## config.mk

```make
export PLATFORM = sky130hd
export DESIGN_NAME = melay_pair_tx_flat
export DESIGN_NICKNAME = d
export VERILOG_FILES = /design/src/rtl/melay_pair_tx_if.sv /design/src/rtl/melay_pair_tx.sv /design/src/flat_wrapper.sv
export SDC_FILE = /design/constraint.sdc
export NUM_CORES = 1
export LEC_CHECK = 0
export CAP_MARGIN = 20
export CELL_PAD_IN_SITES_DETAIL_PLACEMENT = 0
export CELL_PAD_IN_SITES_GLOBAL_PLACEMENT = 1
export CORE_MARGIN = 4
export CORE_UTILIZATION = 40
export CTS_CLUSTER_DIAMETER = 100
export DETAILED_ROUTE_END_ITERATION = 6
export PLACE_DENSITY = 0.86
export SYNTH_ARGS = -nofsm -noshare
export SYNTH_HDL_FRONTEND = slang
export SYNTH_SLANG_ARGS = --single-unit
```

## constraint.sdc

```tcl
create_clock -name clk -period 6.4 [get_ports clk]
set_clock_uncertainty 0.2 [all_clocks]
set_input_delay 0.96 -clock clk [delete_from_list [all_inputs] [get_ports clk]]
set_output_delay 0.96 -clock clk [all_outputs]
set_load 0.01 [all_outputs]
```

## src/rtl/melay_pair_tx_if.sv

```systemverilog
// Request/status bundle between a pulse-pair transmitter and its client.
// The transmitter takes the slave side; the client drives req from the master side.
interface melay_pair_tx_if #(
   parameter int CNT_W = 4
);
   logic             req;
   logic             dout;
   logic             busy;
   logic             done;
   logic [CNT_W-1:0] pend_cnt;
   logic             ovf;

   modport master (output req, input dout, busy, done, pend_cnt, ovf);
   modport slave  (input req, output dout, busy, done, pend_cnt, ovf);
endinterface

```

## src/rtl/melay_pair_tx.sv

```systemverilog
// Pulse-pair transmitter: every queued request goes out as two 1-cycle highs on
// dout with programmable low gap and tail, so the far-end decimator yields one pulse.
module melay_pair_tx #(
   parameter int GAP_W  = 1,
   parameter int TAIL_W = 1,
   parameter int CNT_W  = 4
) (
   input  logic            clk,
   input  logic            rst,
   melay_pair_tx_if.slave  tx_if
);
   localparam int TMR_MAX = (GAP_W > TAIL_W) ? GAP_W : TAIL_W;
   localparam int TMR_W   = $clog2(TMR_MAX + 1);
   localparam logic [CNT_W-1:0] PEND_MAX = {CNT_W{1'b1}};

   typedef enum logic [2:0] {IDLE, HI1, GAP, HI2, TAIL} state_e;

   state_e           state_q, state_d;
   logic [TMR_W-1:0] tmr_q, tmr_d;
   logic [CNT_W-1:0] pend_q, pend_d;
   logic             ovf_q, ovf_d;
   logic             dout_q, dout_d;
   logic             busy_q, busy_d;
   logic             done_q, done_d;
   logic             tail_end;
   logic             start;

   // A pair starts from IDLE or straight out of a finished tail when work is queued.
   assign tail_end = (state_q == TAIL) && (tmr_q == TMR_W'(1));
   assign start    = ((state_q == IDLE) || tail_end) && (pend_q != '0);

   // NOTE: sequential state uses non-blocking assignments so every register
   // samples the pre-edge values of its neighbours.
   always_ff @(posedge clk) begin
      if (rst) begin
         state_q <= IDLE;
         tmr_q   <= '0;
         pend_q  <= '0;
         ovf_q   <= 1'b0;
         dout_q  <= 1'b0;
         busy_q  <= 1'b0;
         done_q  <= 1'b0;
      end else begin
         state_q <= state_d;
         tmr_q   <= tmr_d;
         pend_q  <= pend_d;
         ovf_q   <= ovf_d;
         dout_q  <= dout_d;
         busy_q  <= busy_d;
         done_q  <= done_d;
      end
   end

   // NOTE: every combinational output gets a default first so no path infers a latch.
   always_comb begin
      state_d = state_q;
      tmr_d   = tmr_q;
      unique case (state_q)
         IDLE: if (start) state_d = HI1;
         HI1: begin
            state_d = GAP;
            tmr_d   = TMR_W'(GAP_W);
         end
         GAP: begin
            if (tmr_q == TMR_W'(1)) begin
               state_d = HI2;
               tmr_d   = '0;
            end else begin
               tmr_d = tmr_q - TMR_W'(1);
            end
         end
         HI2: begin
            state_d = TAIL;
            tmr_d   = TMR_W'(TAIL_W);
         end
         TAIL: begin
            if (tail_end) begin
               state_d = start ? HI1 : IDLE;
               tmr_d   = '0;
            end else begin
               tmr_d = tmr_q - TMR_W'(1);
            end
         end
         default: state_d = IDLE;
      endcase
   end

   // A request arriving at saturation survives only if a pair start frees a slot.
   always_comb begin
      pend_d = pend_q;
      ovf_d  = ovf_q;
      if (tx_if.req && !start) begin
         if (pend_q == PEND_MAX) ovf_d  = 1'b1;
         else                    pend_d = pend_q + CNT_W'(1);
      end else if (!tx_if.req && start) begin
         pend_d = pend_q - CNT_W'(1);
      end
   end

   // Outputs decode the next state so the registered line matches the state timing.
   always_comb begin
      dout_d = (state_d == HI1) || (state_d == HI2);
      busy_d = (state_d != IDLE);
      done_d = tail_end && !start;
   end

   assign tx_if.dout     = dout_q;
   assign tx_if.busy     = busy_q;
   assign tx_if.done     = done_q;
   assign tx_if.pend_cnt = pend_q;
   assign tx_if.ovf      = ovf_q;
endmodule

```

## src/flat_wrapper.sv

```systemverilog
// flat-port wrapper written by rule: the top's interface ports become plain ports
module melay_pair_tx_flat 
#(
   parameter int GAP_W  = 1,
   parameter int TAIL_W = 1,
   parameter int CNT_W  = 4
)
  (clk, rst, tx_if_req, tx_if_dout, tx_if_busy, tx_if_done, tx_if_pend_cnt, tx_if_ovf);
  melay_pair_tx_if #(.CNT_W(CNT_W)) tx_if_i ();
  input  logic clk;
  input  logic rst;
  input wire logic [$bits(tx_if_i.req)-1:0] tx_if_req;
  output wire logic [$bits(tx_if_i.dout)-1:0] tx_if_dout;
  output wire logic [$bits(tx_if_i.busy)-1:0] tx_if_busy;
  output wire logic [$bits(tx_if_i.done)-1:0] tx_if_done;
  output wire logic [$bits(tx_if_i.pend_cnt)-1:0] tx_if_pend_cnt;
  output wire logic [$bits(tx_if_i.ovf)-1:0] tx_if_ovf;
  assign tx_if_i.req = tx_if_req;
  assign tx_if_dout = tx_if_i.dout;
  assign tx_if_busy = tx_if_i.busy;
  assign tx_if_done = tx_if_i.done;
  assign tx_if_pend_cnt = tx_if_i.pend_cnt;
  assign tx_if_ovf = tx_if_i.ovf;
  melay_pair_tx #(.GAP_W(GAP_W), .TAIL_W(TAIL_W), .CNT_W(CNT_W)) u_core (.clk(clk), .rst(rst), .tx_if(tx_if_i));
endmodule
```

# Yosys cells after proc, flatten, opt, wreduce, memory -nomap -nowiden
# Cells that the tools add are included.
[word_totals]
out_inout_bits = 8
ff_bits = 12
inputBits = 3
elab_cells = 46
[op_classes]
eq_ne = 8
n_mux = 11
reduce_logical = 17
n_addsub = 3
[op_table]
columns = ["operator", "n"]
rows = [
  ["$pmux 3 s5", 1],
  ["$mux 4", 3],
  ["$eq 3x2->1 const B", 3],
  ["$mux 3", 3],
  ["$eq 3x1->1 const B", 2],
  ["$reduce_bool 3->1", 2],
  ["$logic_and 1x1->1", 5],
  ["$add 4x1->4 const B", 1],
  ["$eq 4x4->1 const B", 1],
  ["$reduce_and 2->1", 2],
  ["$reduce_bool 4->1", 1],
  ["$sub 4x1->4 const B", 1],
  ["$eq 3x3->1 const B", 1],
  ["$logic_not 3->1", 1],
  ["$mux 1", 3],
  ["$pmux 1 s3", 1],
  ["$logic_not 1->1", 2],
  ["$logic_or 1x1->1", 2],
  ["$ne 2x2->1 const B", 1],
  ["$reduce_bool 2->1", 1],
  ["$reduce_or 2->1", 1],
  ["$sub 1x1->1 const B", 1],
]

# Logic depth before layout (Yosys ltp)
[logic_depth]
ltp_word = 9
mapped_depth = 9
mapped_depth_nobuf = 7

# Worst setup path before layout
# OpenSTA, ideal clock, no wires.
[synth_path]
path_kind = "register to register"
startpoint = "reg u_core.state_q[1]"
endpoint = "reg u_core.pend_q[3], in the netlist u_core.tx_if.pend_cnt[3]"
slack_ps = 3741
period_less_slack_ps = 2659
arrival_time_ps = 2336
stages_incl_launch_ff = 10
required_time_ps = 6077
path_cell_list = "dfxtp_1 -> buf_6 -> or2_1 -> buf_6 -> o31ai_1 -> ha_1 -> a21o_1 -> a21oi_1 -> mux2i_1 -> mux2_1"
[synth_via]
elab_chain_cells = 8
word_cells_on_any_way = 12
[synth_lines]
columns = ["element", "line", "source"]
rows = [
  ["from (decl)", "melay_pair_tx.sv:18", "state_e state_q, state_d;"],
  ["from (signal assigned)", "melay_pair_tx.sv:44", "state_q <= state_d;"],
  ["$eq 3x3->1", "melay_pair_tx.sv:29", "assign tail_end = (state_q == TAIL) && (tmr_q == TMR_W'(1));"],
  ["$logic_and 1x1->1", "melay_pair_tx.sv:29", ""],
  ["$logic_or 1x1->1 (*)", "melay_pair_tx.sv:30", "assign start = ((state_q == IDLE) || tail_end) && (pend_q != '0);"],
  ["$logic_and 1x1->1 (*)", "melay_pair_tx.sv:30", ""],
  ["$logic_not 1->1", "melay_pair_tx.sv:92", "if (tx_if.req && !start) begin"],
  ["$logic_and 1x1->1", "melay_pair_tx.sv:92", ""],
  ["$ne 2x2->1 (no source line) / $reduce_bool 2->1 (equally long branches)", "-", ""],
  ["$reduce_and 2->1 (no source line)", "-", ""],
  ["to (signal assigned)", "melay_pair_tx.sv:46", "pend_q <= pend_d;"],
  ["to (decl)", "melay_pair_tx.sv:20", "logic [CNT_W-1:0] pend_q, pend_d;"],
]
# Every way passes the cells marked *; elsewhere a longest branch is shown, timed or not.
# A chain may end at the register's enable or synchronous reset.

# Worst setup path in the final report
[layout_path]
startpoint = "in tx_if_req"
endpoint = "reg u_core.pend_q[3], in the netlist u_core.tx_if.pend_cnt[3]"
[layout_via]
elab_chain_cells = 4
word_cells_on_any_way = 7
[layout_lines]
columns = ["element", "line", "source"]
rows = [
  ["from (decl)", "flat_wrapper.sv:12", "input wire logic [$bits(tx_if_i.req)-1:0] tx_if_req;"],
  ["$logic_not 1->1", "melay_pair_tx.sv:95", "end else if (!tx_if.req && start) begin"],
  ["$logic_and 1x1->1", "melay_pair_tx.sv:95", ""],
  ["$reduce_bool 2->1 (no source line)", "-", ""],
  ["$reduce_and 2->1 (no source line)", "-", ""],
]
# Several ways; a longest one is shown, not always the timed one.

==> impl_metrics.yaml <==
critical_path:
  startpoint_type: "input pin"
  slowest_stage: "clkdlybuf4s50_1"
  critical_path.max_stage_delay_ns: 0.56
  critPathBufInv: 1
  crit_fanout: 5
  endpoint_kind: "flop"
  crit_family: "multiplexers"
  worstSetupPathType: "input pin to flop"
  path_cells: "clkdlybuf4s50_1 > o31ai_1 > ha_1 > a21o_1 > a21oi_1 > mux2i_1 > mux2_1"
  cp.required_ns: 6.35
  critPathArrivalTime_ns: 2.95
timing:
  rsz0062_at_grt: "no"
  report.final.hold_viol_count: 0
  clock.fmax_ghz: 0.333
  setup_viol: 0
  slew_headroom_pct: 62.5
  worst_slew_pin_slew_ns: 0.558
  finalSetupTns_ns: 0
  slew_violations: 0
  setup_slack_ns: 3.40
  period_needed_ns: 3.00
  finalCritPeriodShare_pct: 46.9
  holdWs_ns: 0.306
grt:
  grt_usage_pct: 10.4
  grt_pass1_wl_um: 2000
  grt_pass1_vias: 439
  grt_overflow: 0
  antenna_found_initial: 0
  grt_max_degree: 14
routing:
  drtIter0Drc: 11
  drt_first_pass_iters: 5
  wire_per_inst_um: 12.7
  via_per_inst: 5.57
  vias: 518
  ant_nets: 0
  drc: 0
  wl_um: 1180
layout:
  diodes: 0
  drive_above_1_share_pct: 7.79
  finish.net_count: 84
  synthToLayoutAreaGrowth_pct: 17.7
  stdcell_count: 93
power_and_ir_drop:
  power.net_switching_mw: 0.166
  ir_worst_vdd_mv: 0.209
  leakage_nw: 0.290
  power.share.clock_pct: 14.3
  power_switching_share_pct: 40.6
  p_per_area_nw_per_um2: 532
  combPwrFrac_pct: 50.7
  seqPwrFrac_pct: 35.0
  p_int_mw: 0.242
logic_synthesis:
  syn_area_per_cell_um2: 9.43
  mappedNetlistNets: 75
  synth_top_area_share_pct: 36.9
  syn_inst: 69
  ys_seq_area_share_pct: 36.9
  synthTopCellsByArea: "dfxtp_1 (37%), nor3_1 (7.7%), a21oi_1 (4.6%)"
  ys_ff_latch: 12
  yosysTopAreaCell: "dfxtp_1"
  ys_types: 31
  syn_area_um2: 651
  ys.warnings.count: 0
min_path:
  hold_class: "flop to flop"
status:
  status: "complete, no violations"
die:
  initial_core_util_pct: 42.7
  core_region_area_um2: 1520
  dieArea_um2: 2340
  fp.dieW_um: 48.3
  num_rows: 14
  ios: 11
  die_y_um: 48.3
cts:
  post_cts_buffers: 0
  cts_hold_buf: 0
  clock-root-buffer: "clkbuf_4"
  cts_inserted_buffers: 3
  clock_latency_ns: 0.26
  cts_tree: "yes"
  clk_pin_slew_ns: 0.07
  clock_path_buffers: 2
  ctsResizeCount: 0
  htreeDepth: 1
  numClockSinks: 12
flow_run:
  maxCapViolCount: 0
placement:
  place.gp.congestion: 0.752
  place_inst: 89
  hpwl_um: 869
  io_buffers: 10
  place_ws_ns: 3.16
==> registers in the layout, indices dropped and copies added, names as in the netlist <==
| name | flops |
|---|---|
| u_core.tx_if.busy | 1 |
| u_core.tx_if.dout | 1 |
| u_core.tmr_q | 1 |
| u_core.state_q | 3 |
| u_core.tx_if.pend_cnt | 4 |
| u_core.tx_if.done | 1 |
| u_core.tx_if.ovf | 1 |
==> path summary, 6_finish.rpt <==
check | startpoint | endpoint | slack, ns | depth (start not counted)
worst max register to register | u_core.state_q[1]$_SDFF_PP0_ | u_core.tx_if.pend_cnt[3]$_SDFFE_PP0P_ | 3.53 | 7
worst min register to register | u_core.tmr_q$_SDFFE_PP0P_ | u_core.tx_if.done$_SDFF_PP0_ | 0.31 | 2
worst min-delay path | u_core.tmr_q$_SDFFE_PP0P_ | u_core.tx_if.done$_SDFF_PP0_ | 0.31 | 2
worst max-delay path | tx_if_req | u_core.tx_if.pend_cnt[3]$_SDFFE_PP0P_ | 3.40 | 7
==> cell usage after synthesis <==
cell	n
ha_1	2
dfxtp_1	12
nor4_4	1
o311ai_1	1
nand4_1	1
or4_1	2
o21ba_1	1
nor2_1	4
o21ai_0	1
buf_2	3
nor4_1	1
nor3_1	10
a211oi_1	2
a21o_1	1
nand3_1	1
xnor2_1	1
xor2_1	2
fa_1	1
nand2_1	2
a21oi_1	6
o31ai_1	1
buf_6	2
o311a_1	1
mux2_1	1
nor4_2	1
or2_1	1
a21boi_1	1
mux2i_1	2
clkbuf_1	1
nand3b_1	1
nor2b_1	2
==> kinds of logic (layout without fill, tap and decap cells) <==
logic type	count (synthesis)	in the layout	synth area share [%]
XOR/XNOR	3	3	4.04
AO/OA/AOI/OAI	15	15	15.6
AND/OR/NAND/NOR	27	27	25.4
adder cells (fa/ha/maj)	3	3	6.92
multiplexers	3	3	4.81
buffers and inverters	6	14	6.34
flip-flops	12	12	36.9
==> routing by layer <==
layer  vias up  share of wire (%)  routed length [um]  global-route usage, %
li1        271                  -                   -                      -
met4         0               0.85                  10                   4.15
met2        12                 42                 491                   15.0
met1       233                 52                 613                   14.4
met5         -                  0                   0                      0
met3         2                5.6                  66                   3.07
==> cell usage in the layout (no fill, tap or decap) <==
cell,instances
clkbuf_8,1
mux2i_1,2
o21ba_1,1
o31ai_1,1
nand4_1,1
nor2b_1,2
mux2_1,1
or4_1,2
nand2_1,2
dfxtp_1,12
nor2_1,4
clkdlybuf4s50_1,10
xnor2_1,1
ha_1,2
clkbuf_4,3
o311a_1,1
nor4_1,1
a211oi_1,2
xor2_1,2
a21oi_1,6
o21ai_0,1
nor4_2,1
a21o_1,1
nand3_1,1
fa_1,1
o311ai_1,1
nor3_1,10
nor4_4,1
nand3b_1,1
a21boi_1,1
or2_1,1
==> metrics by stage <==
step / instance area (um^2) / power, mW / utilization (%)
after floorplan: 651 / 0.307 / -
after detailed placement: 729 / 0.351 / 47.9
after global placement: 729 / 0.348 / 47.9
final: 766 / 0.408 / 50.2
after global routing: 766 / 0.444 / 50.2
after CTS: 766 / 0.410 / 50.2
==> power groups by stage <==
stage / sequential, mW / combinational [mW] / clock [mW]
finish: 0.143 / 0.206 / 0.0583
global route: 0.148 / 0.231 / 0.0649
CTS: 0.143 / 0.207 / 0.0599
detailed placement: 0.145 / 0.206 / 0
global placement: 0.144 / 0.204 / 0
floorplan: 0.135 / 0.172 / 0
==> layout make-up <==
cell class / count / area [um^2]
sequential: 12 / 240
tap: 16 / 20.0
fill: 140 / 758
multi-input combinational: 51 / 369
clock buffer: 4 / 36.3
timing repair buffer: 10 / 100
==> tightest hold or removal path, delay by kind of cell (launching register included) <==
kind | cells | cell delay, ns
flops | 1 | 0.35
simple gates | 2 | 0.11
(Power assumes the default switching activity.)
